==> src/rtl/npu_seq_ctrl.sv <==
// Row-by-row Q8.8 matrix-vector sequencer: fetch, accumulate, rescale, clamp/wrap, ReLU, write.
// Define NPU_SEQ_SAT_EN to saturate row results; otherwise they wrap to DATA_WIDTH bits.
module npu_seq_ctrl #(
  parameter int unsigned MATRIX_SIZE = 8,
  parameter int unsigned DATA_WIDTH  = 16,
  parameter int unsigned ACC_WIDTH   = 40
) (
  input  logic                                        aclk,
  input  logic                                        areset,
  input  logic                                        soft_rst,
  input  logic                                        start,
  input  logic [3:0]                                  cfg_size,
  input  logic                                        cfg_relu,
  output logic                                        busy,
  output logic                                        done,
  output logic                                        err_start,
  output logic                                        w_rd_en,
  output logic [$clog2(MATRIX_SIZE*MATRIX_SIZE)-1:0]  w_rd_addr,
  input  logic [DATA_WIDTH-1:0]                       w_rd_data,
  output logic                                        x_rd_en,
  output logic [$clog2(MATRIX_SIZE)-1:0]              x_rd_addr,
  input  logic [DATA_WIDTH-1:0]                       x_rd_data,
  output logic                                        y_wr_en,
  output logic [$clog2(MATRIX_SIZE)-1:0]              y_wr_addr,
  output logic [DATA_WIDTH-1:0]                       y_wr_data,
  output logic [15:0]                                 cycle_cnt
);

  localparam int unsigned IW = $clog2(MATRIX_SIZE);

  typedef enum logic [2:0] {
    S_IDLE  = 3'd0,
    S_FETCH = 3'd1,
    S_LAST  = 3'd2,
    S_WRITE = 3'd3,
    S_DONE  = 3'd4
  } state_t;

  state_t                        r_state;
  state_t                        w_next;
  logic [IW:0]                   r_n;
  logic                          r_relu;
  logic [IW-1:0]                 r_row;
  logic [IW-1:0]                 r_col;
  logic signed [ACC_WIDTH-1:0]   r_acc;
  logic [15:0]                   r_cnt;
  logic                          r_err;
  logic                          r_y_en;
  logic [IW-1:0]                 r_y_addr;
  logic [DATA_WIDTH-1:0]         r_y_data;

  logic [IW:0]                   w_n_cfg;
  logic [IW-1:0]                 w_n_last;
  logic signed [2*DATA_WIDTH-1:0] w_prod;
  logic signed [ACC_WIDTH-1:0]   w_acc_sum;
  logic [DATA_WIDTH-1:0]         w_sat;
  logic [DATA_WIDTH-1:0]         w_res;

  always_comb begin
    w_n_cfg = (IW+1)'(cfg_size);
    if (cfg_size == '0 || 32'(cfg_size) > MATRIX_SIZE)
      w_n_cfg = (IW+1)'(MATRIX_SIZE);
  end

  assign w_n_last  = IW'(r_n - 1'b1);
  assign w_prod    = $signed(w_rd_data) * $signed(x_rd_data);
  assign w_acc_sum = r_acc + {{(ACC_WIDTH-2*DATA_WIDTH){w_prod[2*DATA_WIDTH-1]}}, w_prod};

  // Result bits are acc[DATA_WIDTH+7:8]; everything above them must be pure sign to fit.
  always_comb begin
    w_sat = w_acc_sum[DATA_WIDTH+7:8];
`ifdef NPU_SEQ_SAT_EN
    if (!(w_acc_sum[ACC_WIDTH-1:DATA_WIDTH+7] == '0 ||
          w_acc_sum[ACC_WIDTH-1:DATA_WIDTH+7] == '1))
      w_sat = w_acc_sum[ACC_WIDTH-1] ? {1'b1, {(DATA_WIDTH-1){1'b0}}}
                                     : {1'b0, {(DATA_WIDTH-1){1'b1}}};
`endif
    w_res = (r_relu && w_sat[DATA_WIDTH-1]) ? '0 : w_sat;
  end

  always_comb begin
    w_next = r_state;
    case (r_state)
      S_IDLE:  if (start) w_next = S_FETCH;
      S_FETCH: if (r_col == w_n_last) w_next = S_LAST;
      S_LAST:  w_next = S_WRITE;
      S_WRITE: w_next = (r_row == w_n_last) ? S_DONE : S_FETCH;
      S_DONE:  w_next = S_IDLE;
      default: w_next = S_IDLE;
    endcase
    if (soft_rst) w_next = S_IDLE;
  end

  always_ff @(posedge aclk or posedge areset) begin
    if (areset) begin
      r_state  <= S_IDLE;
      r_n      <= '0;
      r_relu   <= 1'b0;
      r_row    <= '0;
      r_col    <= '0;
      r_acc    <= '0;
      r_cnt    <= '0;
      r_err    <= 1'b0;
      r_y_en   <= 1'b0;
      r_y_addr <= '0;
      r_y_data <= '0;
    end else begin
      r_state <= w_next;
      r_err   <= 1'b0;
      r_y_en  <= 1'b0;
      if (soft_rst) begin
        r_acc <= '0;
      end else begin
        if (start && r_state != S_IDLE) r_err <= 1'b1;
        if (r_state != S_IDLE && r_cnt != '1) r_cnt <= r_cnt + 1'b1;
        case (r_state)
          S_IDLE: if (start) begin
            r_n    <= w_n_cfg;
            r_relu <= cfg_relu;
            r_row  <= '0;
            r_col  <= '0;
            r_acc  <= '0;
            r_cnt  <= '0;
          end
          // Read data lags the address by one cycle, so col 0 has nothing to add yet.
          S_FETCH: begin
            if (r_col != '0) r_acc <= w_acc_sum;
            if (r_col != w_n_last) r_col <= r_col + 1'b1;
          end
          S_LAST: begin
            r_acc    <= w_acc_sum;
            r_y_en   <= 1'b1;
            r_y_addr <= r_row;
            r_y_data <= w_res;
          end
          S_WRITE: begin
            r_acc <= '0;
            r_col <= '0;
            if (r_row != w_n_last) r_row <= r_row + 1'b1;
          end
          default: ;
        endcase
      end
    end
  end

  assign busy      = (r_state == S_FETCH) || (r_state == S_LAST) || (r_state == S_WRITE);
  assign done      = (r_state == S_DONE);
  assign err_start = r_err;
  assign w_rd_en   = (r_state == S_FETCH);
  assign x_rd_en   = (r_state == S_FETCH);
  assign w_rd_addr = {r_row, r_col};
  assign x_rd_addr = r_col;
  assign y_wr_en   = r_y_en;
  assign y_wr_addr = r_y_addr;
  assign y_wr_data = r_y_data;
  assign cycle_cnt = r_cnt;

endmodule

==> config.mk <==
export PLATFORM = sky130hd
export DESIGN_NAME = npu_seq_ctrl
export DESIGN_NICKNAME = d
export VERILOG_FILES = /design/src/rtl/npu_seq_ctrl.sv
export SDC_FILE = /design/constraint.sdc
export NUM_CORES = 1
export LEC_CHECK = 0
export BUFFER_PORTS_ARGS = -buffer_cell sky130_fd_sc_hd__buf_2
export CORE_MARGIN = 8
export CORE_UTILIZATION = 60
export CTS_CLUSTER_DIAMETER = 40
export DETAILED_ROUTE_END_ITERATION = 6
export GPL_ROUTABILITY_DRIVEN = 1
export GPL_TIMING_DRIVEN = 0
export PLACE_DENSITY_LB_ADDON = 0.12
export SYNTH_ARGS = -nofsm -noshare
export SYNTH_HDL_FRONTEND = slang
export SYNTH_SLANG_ARGS = --single-unit
==> constraint.sdc <==
create_clock -name aclk -period 6.5 [get_ports aclk]
set_input_delay 1.3 -clock aclk [delete_from_list [all_inputs] [get_ports aclk]]
set_output_delay 1.3 -clock aclk [all_outputs]
set_load 0.02 [all_outputs]
==> impl_metrics.json, run 1 <==
{
  "status": "complete, but fails checks",
  "violations": "negative setup slack",
  "finish.instance_area_sq_mm": 0.0149,
  "arrival_ns": 7.97,
  "drt_iter0_markers": 569,
  "cts_hold_buf": 0,
  "fin_skew_ns": 0.00923,
  "cts-root-buf": "clkbuf_16",
  "synthToLayoutAreaGrowth_pct": 23.4,
  "cp-start-kind": "primary input",
  "grt_max_degree": 46,
  "grt_pass1_wl_um": 52800,
  "clock_sinks": 74,
  "fin_crit_sh_pct": 119,
  "synth_area_leaders": "fa_1, dfrtp_1, ha_1",
  "vias": 9962,
  "die_area_sq_mm": 0.0249,
  "io_buffers": 85,
  "rsz0062_at_grt": "true",
  "grtUsageTotal_pct": 26.8,
  "gp_congestion": 0.900,
  "synth_area_sq_mm": 0.0121,
  "io_pins": 91,
  "synthCells": 1360,
  "endpoint_kind": "flip-flop",
  "routedWlPerCell_um": 18.0,
  "core-area_sq_mm": 0.0200,
  "max_slew_margin_pct": 42.1,
  "layout.nets": 1859,
  "slowest_stage": "fa_2",
  "synth_area_leader_cell": "fa_1",
  "synth_edf_count": 0,
  "cts_tree": "yes",
  "drt_pass1_iterations": 4,
  "crit_buf_inv": 7,
  "max_freq_ghz": 0.129,
  "start_util_pct": 60.5,
  "rrSetupSlack_ns": 3.64,
  "clk_latency_ns": 0.34,
  "hold_path.class": "reg2reg",
  "viasPerCell": 5.53,
  "rows": 52,
  "antenna_found_initial": 0,
  "yosys_warnings": 0,
  "dp_hpwl_um": 24700,
  "ys_ff_latch": 74,
  "die_w_um": 158,
  "yosys.cell_types.count": 65,
  "clk_pin_slew_ns": 0.06,
  "overflow": 0,
  "drc": 0,
  "final_hold_viol_count": 0,
  "critPathTopFamily": "adder cells",
  "num_antenna_cells": 0,
  "cp.required_ns": 6.72,
  "worst_slew_pin_slew_ns": 0.866,
  "finalWirelength_um": 32400,
  "synthArstFlopShare_pct": 100,
  "synth_flop_cell": "dfrtp_1",
  "h-tree-depth": 3,
  "die_y_um": 158,
  "fin_ws_ns": -1.25,
  "ys_seq_area_share_pct": 15.3,
  "numCtsBuffers": 9,
  "post-route-min-period_ns": 7.75,
  "first_global_vias": 10600,
  "synth_nets": 1691,
  "drv_cap": 0,
  "ant_nets": 0,
  "setup_viol": 29,
  "post-place-ws_ns": -2.06,
  "crit_fanout": 7,
  "synth.avg_cell_area_sq_um": 8.88,
  "clockBufferDepth": 2,
  "slowest_delay_ns": 0.57,
  "critPathKind": "in2reg",
  "slew_violations": 0,
  "placed_area_sq_mm": 0.0132,
  "synth_top_area_share_pct": 31.2,
  "drive_above_1_share_pct": 24.4
}
[synth_stat cells (14+ instances only)]
| library cell | n |
|---|---|
| ha_1 | 102 |
| nand2b_1 | 17 |
| dfrtp_1 | 74 |
| nor2_1 | 43 |
| nand2_1 | 193 |
| xnor2_1 | 54 |
| fa_1 | 188 |
| a22o_1 | 14 |
| a21oi_1 | 46 |
| inv_1 | 266 |
| xor2_1 | 21 |
| and2_1 | 110 |
| o21ai_0 | 34 |
| nand3_1 | 14 |
| clkbuf_1 | 42 |
[placed cells by master, fill, tap and decap left out, types with 6 or more instances in the layout]
cell,Yosys,final
dfrtp_1,74,74
clkbuf_8,0,19
or3_1,7,7
buf_6,1,12
nand3_1,14,11
and2_1,110,98
fa_2,0,12
ha_1,102,76
buf_8,0,6
nor3_1,12,8
inv_2,0,18
xor2_1,21,17
xnor2_1,54,46
clkbuf_1,42,14
ha_2,0,10
and2_4,0,12
nand4_1,7,7
inv_1,266,247
nand2b_1,17,17
clkbuf_16,0,14
nand2_1,193,187
o21bai_1,7,6
buf_12,0,6
a22o_1,14,14
buf_4,5,76
a21o_1,13,13
nor2_1,43,37
fa_1,188,176
o21a_1,6,6
o21ai_0,34,27
ha_4,0,16
buf_2,3,69
a21oi_1,46,25
a21oi_2,10,31
xnor2_2,0,7
[cell families after synthesis]
kind of cell | share of synthesized area, %
adders and majority gates | 41.7
xor gates and xnor gates | 5.63
buffers and inverters | 10.1
and+or+nand+nor | 17.2
DFF | 15.3
AOI/OAI and AO/OA | 9.71
muxes | 0.269
[worst register-to-register path, stage by stage (launching register included)]
cell and delay [ns]:
dfrtp_1 0.45, inv_1 0.07, ha_1 0.19, a31oi_1 0.19, nor2_1 0.08, a2111oi_1 0.81, clkdlybuf4s15_2 0.38, clkbuf_1 0.40
a22o_1 0.22
[flip-flops by register name, summed over array words and instances (netlist names)]
signal     cells
r_relu         1
r_row          3
y_wr_en        1
r_state        3
x_rd_addr      3
err_start      1
y_wr_addr      3
cycle_cnt     16
r_acc         24
y_wr_data     16
r_n            3
[path summary, 6_finish.rpt]
check,from,endpoint,cells after the start
worst max-delay path,x_rd_data[4],y_wr_data[4]$_DFFE_PP0P_,29
worst min-delay path,y_wr_addr[0]$_DFFE_PP0P_,y_wr_addr[0]$_DFFE_PP0P_,2
worst max register to register,x_rd_addr[0]$_DFFE_PP0P_,r_acc[11]$_DFFE_PP0P_,8
worst min register to register,y_wr_addr[0]$_DFFE_PP0P_,y_wr_addr[0]$_DFFE_PP0P_,2
max in group asynchronous,areset,r_acc[7]$_DFFE_PP0P_,3
min in group asynchronous,areset,cycle_cnt[13]$_DFFE_PP0N_,2
[per-stage QoR]
step,hold WS (ns),cells,TNS [ns],utilization [%]
after floorplan,0.456,1360,-22.55,-
after global placement,0.455,1715,-47.63,65.7
after detailed placement,0.462,1717,-51.29,65.9
after CTS,0.479,1790,-26.21,72.9
after global routing,0.490,1803,-35.06,74.6
final,0.478,1803,-28.64,74.6
[area by class of cell]
cell class,instances,area [sq um]
Multi-Input combinational cell,968,9710
Fill cell,1437,5070
Sequential cell,74,1850
Timing Repair Buffer,160,1190
Inverter,266,1000
Buffer,49,527
Tap cell,270,338
Clock buffer,12,267
Clock inverter,4,25.0
[per-layer routing]
layer	global-route usage [%]	wire [um]	vias up
met3	3.69	1920	84
met4	10.5	1170	0
met1	34.7	13500	4956
met2	44.7	15800	381
li1	-	-	4541
met5	0	0	-
[timing repair]
item	CTS	global route
pin swaps	100	71
resized for setup	146	61
buffers inserted	57	17
endpoints found under the setup margin	32	31
gates cloned	2	0
endpoints found under the hold margin	0	0
Power of run 1 is left out: the tool's default activity adds up to more than one toggle a clock period on the data nets, which glitch-free logic cannot reach.
==> run 2, diff against run 1 <==
- PLACE_DENSITY: not set -> 0.8
- PLACE_DENSITY_LB_ADDON: 0.12 -> not set
==> impl_metrics.json, run 2 (synthesis results as in run 1) <==
{
  "status": "complete, but fails checks",
  "violations": "negative setup slack",
  "reg2reg_from": "r_acc[3]$_DFFE_PP0P_",
  "ant_nets": 0,
  "overflow": 0,
  "fin_setup_tns_ns": -31.10,
  "top_register": "r_acc",
  "num_antenna_cells": 0,
  "fin_crit_sh_pct": 121,
  "rr_endpoint": "y_wr_data[3]$_DFFE_PP0P_",
  "die_y_um": 158,
  "post-route-min-period_ns": 7.89,
  "slowest_stage": "fa_1",
  "clk_latency_ns": 0.33,
  "critPathKind": "in2reg",
  "rr_worst_depth": 13,
  "setup_viol": 29,
  "fin_ws_ns": -1.39,
  "cp-start-kind": "primary input",
  "cp.required_ns": 6.76,
  "cts_tree": "yes",
  "largest_reg_flops": 24,
  "drc": 0,
  "start_util_pct": 60.5,
  "placedCellCount": 1716,
  "final_cell_mix": "inv_1, nand2_1, fa_1",
  "io_pins": 91,
  "grt_max_degree": 65,
  "crit_fanout": 4,
  "hold_path.class": "reg2reg",
  "final_hold_viol_count": 0,
  "final_util_pct": 74.4,
  "finish.instance_area_sq_mm": 0.0149,
  "holdCritStartpoint": "y_wr_addr[0]$_DFFE_PP0P_",
  "seq_area_sq_mm": 0.00185,
  "clockBufferDepth": 2,
  "slew_violations": 0,
  "routedWlPerCell_um": 18.3,
  "cts-root-buf": "clkbuf_16",
  "rsz0062_at_grt": "true",
  "clk_pin_slew_ns": 0.06,
  "min_path_cells": 2,
  "drv_cap": 0,
  "io_buffers": 85,
  "worst_slew_pin_slew_ns": 0.890,
  "dp_hpwl_um": 24200,
  "vias": 10200,
  "layout.nets": 1863,
  "multiInputGateArea_sq_mm": 0.00956,
  "cts_hold_buf": 0,
  "first_global_vias": 10900,
  "max_freq_ghz": 0.127,
  "arrival_ns": 8.15,
  "clock_sinks": 74,
  "viasPerCell": 5.66,
  "max_slew_margin_pct": 40.6,
  "die_area_sq_mm": 0.0249,
  "fin_skew_ns": 0.00680,
  "drive_above_1_share_pct": 22.6,
  "rows": 52,
  "antenna_found_initial": 0,
  "nFillCells": 1300,
  "h-tree-depth": 3,
  "slowest_delay_ns": 0.53,
  "drt_pass1_iterations": 5,
  "rrSetupSlack_ns": 3.60,
  "core-area_sq_mm": 0.0200,
  "grtUsageTotal_pct": 27.4,
  "numCtsBuffers": 9,
  "grt_pass1_wl_um": 54000,
  "placed_area_sq_mm": 0.0132,
  "drt_iter0_markers": 742,
  "final_common_cell": "inv_1",
  "gp_congestion": 0.920,
  "endpoint_kind": "flip-flop",
  "final_cells": 1807,
  "hold_end": "y_wr_addr[0]$_DFFE_PP0P_",
  "synthToLayoutAreaGrowth_pct": 23.0,
  "die_w_um": 158,
  "finalWirelength_um": 33100
}
## run 2: cell count changes in the layout (fill, tap and decap cells not counted), sizes merged
cell	change
buf	+2
inv	+2
clkdlybuf4s15	-1
clkinvlp	+1
## run 2: worst max-delay path, delay by kind of cell
family          cells  cell delay (ns)
fa+ha+maj           8             3.61
simple gates        6             1.01
compound gates      7             0.95
buf+inv             8             0.82
xor+xnor            2             0.43
## run 2: how the worst max path moves through the flow
stage	startpoint	end	slack, ns
global placement	w_rd_data[0]	y_wr_data[8]$_DFFE_PP0P_	-1.98
CTS	x_rd_data[4]	y_wr_data[3]$_DFFE_PP0P_	-1.18
floorplan	x_rd_data[4]	y_wr_data[11]$_DFFE_PP0P_	-1.07
detailed placement	w_rd_data[0]	y_wr_data[11]$_DFFE_PP0P_	-2.04
global route	w_rd_data[10]	y_wr_data[14]$_DFFE_PP0P_	-1.67
finish	x_rd_data[4]	y_wr_data[14]$_DFFE_PP0P_	-1.39
## run 2: layer usage
layer	wire, um	track usage, %	vias up	part of all wire, %
met2	16000	45.4	515	48
met5	0	0	-	0
met4	1430	11.8	0	4.3
li1	-	-	4561	-
met3	2580	4.78	123	7.8
met1	13200	34.9	5022	40
## run 2: final cells by class
type	count	area share, %
multi-input combinational	968	64.3
clock inverter	7	0.362
buffer	50	4.07
tap	270	2.27
clock buffer	9	1.52
sequential	74	12.5
inverter	266	6.74
timing repair buffer	163	8.28
## run 2: timing repair
item	4_1_cts	5_1_grt
pin swaps	99	33
gates resized for setup	139	40
cloned	4	0
setup endpoints to repair	31	30
buffers inserted	61	14
## run 2: per-stage QoR
step	hold slack, ns	setup WS, ns
after floorplan	0.456	-1.07
after global placement	0.456	-1.98
after detailed placement	0.467	-2.04
after CTS	0.480	-1.18
after global routing	0.501	-1.67
final	0.475	-1.39
Power of run 2 is left out for the same reason.
==> run 3, diff against run 2 <==
- ABC_AREA: not set -> 1
- BUFFER_PORTS_ARGS: -buffer_cell sky130_fd_sc_hd__buf_2 -> not set
- DONT_BUFFER_PORTS: not set -> 1
- PLACE_DENSITY: 0.8 -> 0.76
==> impl_metrics.json, run 3 <==
{
  "status": "complete, but fails checks",
  "violations": "negative setup slack",
  "synth_nets": 2058,
  "synth.most_common_cell": "nand2_1",
  "post-route-min-period_ns": 7.75,
  "routedWlPerCell_um": 17.0,
  "antenna_found_initial": 0,
  "finish.instance_area_sq_mm": 0.0156,
  "critPathKind": "in2reg",
  "setup_viol": 30,
  "drt_pass1_iterations": 5,
  "final_cell_mix": "inv_1, nand2_1, fa_1",
  "rrSetupSlack_ns": 3.86,
  "num_antenna_cells": 0,
  "synthArstFlopShare_pct": 100,
  "hold_path.class": "reg2reg",
  "synth_flop_cell": "dfrtp_1",
  "die_y_um": 162,
  "largest_reg_flops": 24,
  "grt-busiest-layer": "met2",
  "first_global_vias": 11800,
  "post-place-ws_ns": -1.71,
  "synthTopCellsByCount": "nand2_1, inv_1, fa_1",
  "worst_slew_pin_slew_ns": 0.570,
  "ys_seq_area_share_pct": 14.5,
  "die_area_sq_mm": 0.0262,
  "ys_ff_latch": 74,
  "crit_fanout": 7,
  "h-tree-depth": 3,
  "clock_sinks": 74,
  "final_hold_viol_count": 0,
  "max_freq_ghz": 0.129,
  "slowest_stage": "fa_1",
  "max_slew_margin_pct": 62.0,
  "io_buffers": 0,
  "rows": 53,
  "grt_use_met1_pct": 35.0,
  "dp_hpwl_um": 27000,
  "core-area_sq_mm": 0.0210,
  "synthCells": 1727,
  "synth_area_leaders": "fa_1, dfrtp_1, nand2_1",
  "rsz0062_at_grt": "true",
  "synth_area_leader_cell": "fa_1",
  "drc": 0,
  "crit_start": "x_rd_data[4]",
  "clk_latency_ns": 0.34,
  "overflow": 0,
  "synth_edf_count": 0,
  "slowest_delay_ns": 0.55,
  "drt_iter0_markers": 705,
  "layout.nets": 2147,
  "die_w_um": 162,
  "arrival_ns": 7.97,
  "vias": 11300,
  "ant_nets": 0,
  "cts-root-buf": "clkbuf_16",
  "synthToLayoutAreaGrowth_pct": 22.7,
  "yosys_warnings": 0,
  "io_pins": 91,
  "fin_crit_sh_pct": 119,
  "cts_tree": "yes",
  "grt_max_degree": 48,
  "holdCritStartpoint": "r_n[2]$_DFFE_PP0P_",
  "clockBufferDepth": 2,
  "drv_cap": 0,
  "yosys.cell_types.count": 38,
  "fin_ws_ns": -1.25,
  "synth_top_area_share_pct": 29.5,
  "grtUsageTotal_pct": 27.6,
  "synth_area_sq_mm": 0.0127,
  "clk_pin_slew_ns": 0.06,
  "final_cells": 2095,
  "cp.required_ns": 6.72,
  "start_util_pct": 60.8,
  "gp_congestion": 0.922,
  "use_met3_pct": 4.61,
  "placed_area_sq_mm": 0.0137,
  "top_register": "r_acc",
  "cpMostUsedCell": "inv_2",
  "grt_pass1_wl_um": 58400,
  "placedCellCount": 2003,
  "cp-start-kind": "primary input",
  "drive_above_1_share_pct": 20.4,
  "finalWirelength_um": 35600,
  "met2_usage_pct": 47.5,
  "hold_slack_ns": 0.515,
  "numCtsBuffers": 9,
  "fin_skew_ns": 0.00964,
  "reg2reg_from": "r_state[2]$_DFFE_PP0P_",
  "cts_hold_buf": 0,
  "synth.avg_cell_area_sq_um": 7.38,
  "endpoint_kind": "flip-flop",
  "viasPerCell": 5.40,
  "slew_violations": 0,
  "final_common_cell": "inv_1"
}
[run 3: cell type report]
class,count,area [sq um]
Multi-Input combinational cell,1137,10000
Clock inverter,4,26.3
Fill cell,1538,5330
Sequential cell,74,1850
Timing Repair Buffer,78,694
Inverter,453,1700
Buffer,63,751
Clock buffer,11,253
Tap cell,275,344
[run 3: cells by family (layout without fill, tap and decap cells)]
| family | after synthesis | count (layout) | share of synthesized area [%] |
|---|---|---|---|
| buf+inv | 516 | 609 | 15.5 |
| compound gates | 172 | 172 | 7.31 |
| simple gates | 626 | 626 | 19.7 |
| fa+ha+maj | 290 | 290 | 39.5 |
| xor+xnor | 49 | 49 | 3.37 |
| flops | 74 | 74 | 14.5 |
[run 3: final timing paths]
path	cells after the start	end
setup / recovery	34	y_wr_data[6]$_DFFE_PP0P_
hold / removal	2	r_n[2]$_DFFE_PP0P_
max in group asynchronous	2	r_row[2]$_DFFE_PP0P_
min in group asynchronous	1	y_wr_data[7]$_DFFE_PP0P_
setup reg to reg	11	r_acc[11]$_DFFE_PP0P_
hold reg to reg	2	r_n[2]$_DFFE_PP0P_
[run 3: repair_timing]
| action | in CTS | in global routing |
|---|---|---|
| setup buffers | 51 | 26 |
| setup endpoints to repair | 31 | 32 |
| gates resized for setup | 148 | 123 |
| pin swaps | 98 | 112 |
| gates cloned | 1 | 0 |
[run 3: per-layer routing]
layer	up-vias	wire (um)
met1	5530	14100
li1	5268	-
met2	414	17700
met4	0	1220
met3	91	2600
met5	-	0
[run 3: critical path, delay by kind of cell]
| family | cells | cell delay [ns] |
|---|---|---|
| fa+ha+maj | 8 | 3.76 |
| buf+inv | 9 | 0.77 |
| xor+xnor | 1 | 0.27 |
| compound gates | 7 | 1.08 |
| simple gates | 9 | 0.78 |
[run 3: per-stage QoR]
step	TNS [ns]	util, %
after floorplan	-19.78	-
after global placement	-40.05	65.1
after detailed placement	-41.32	65.3
after CTS	-25.11	71.5
after global routing	-36.92	74.6
final	-30.24	74.6
Power of run 3 is left out for the same reason.
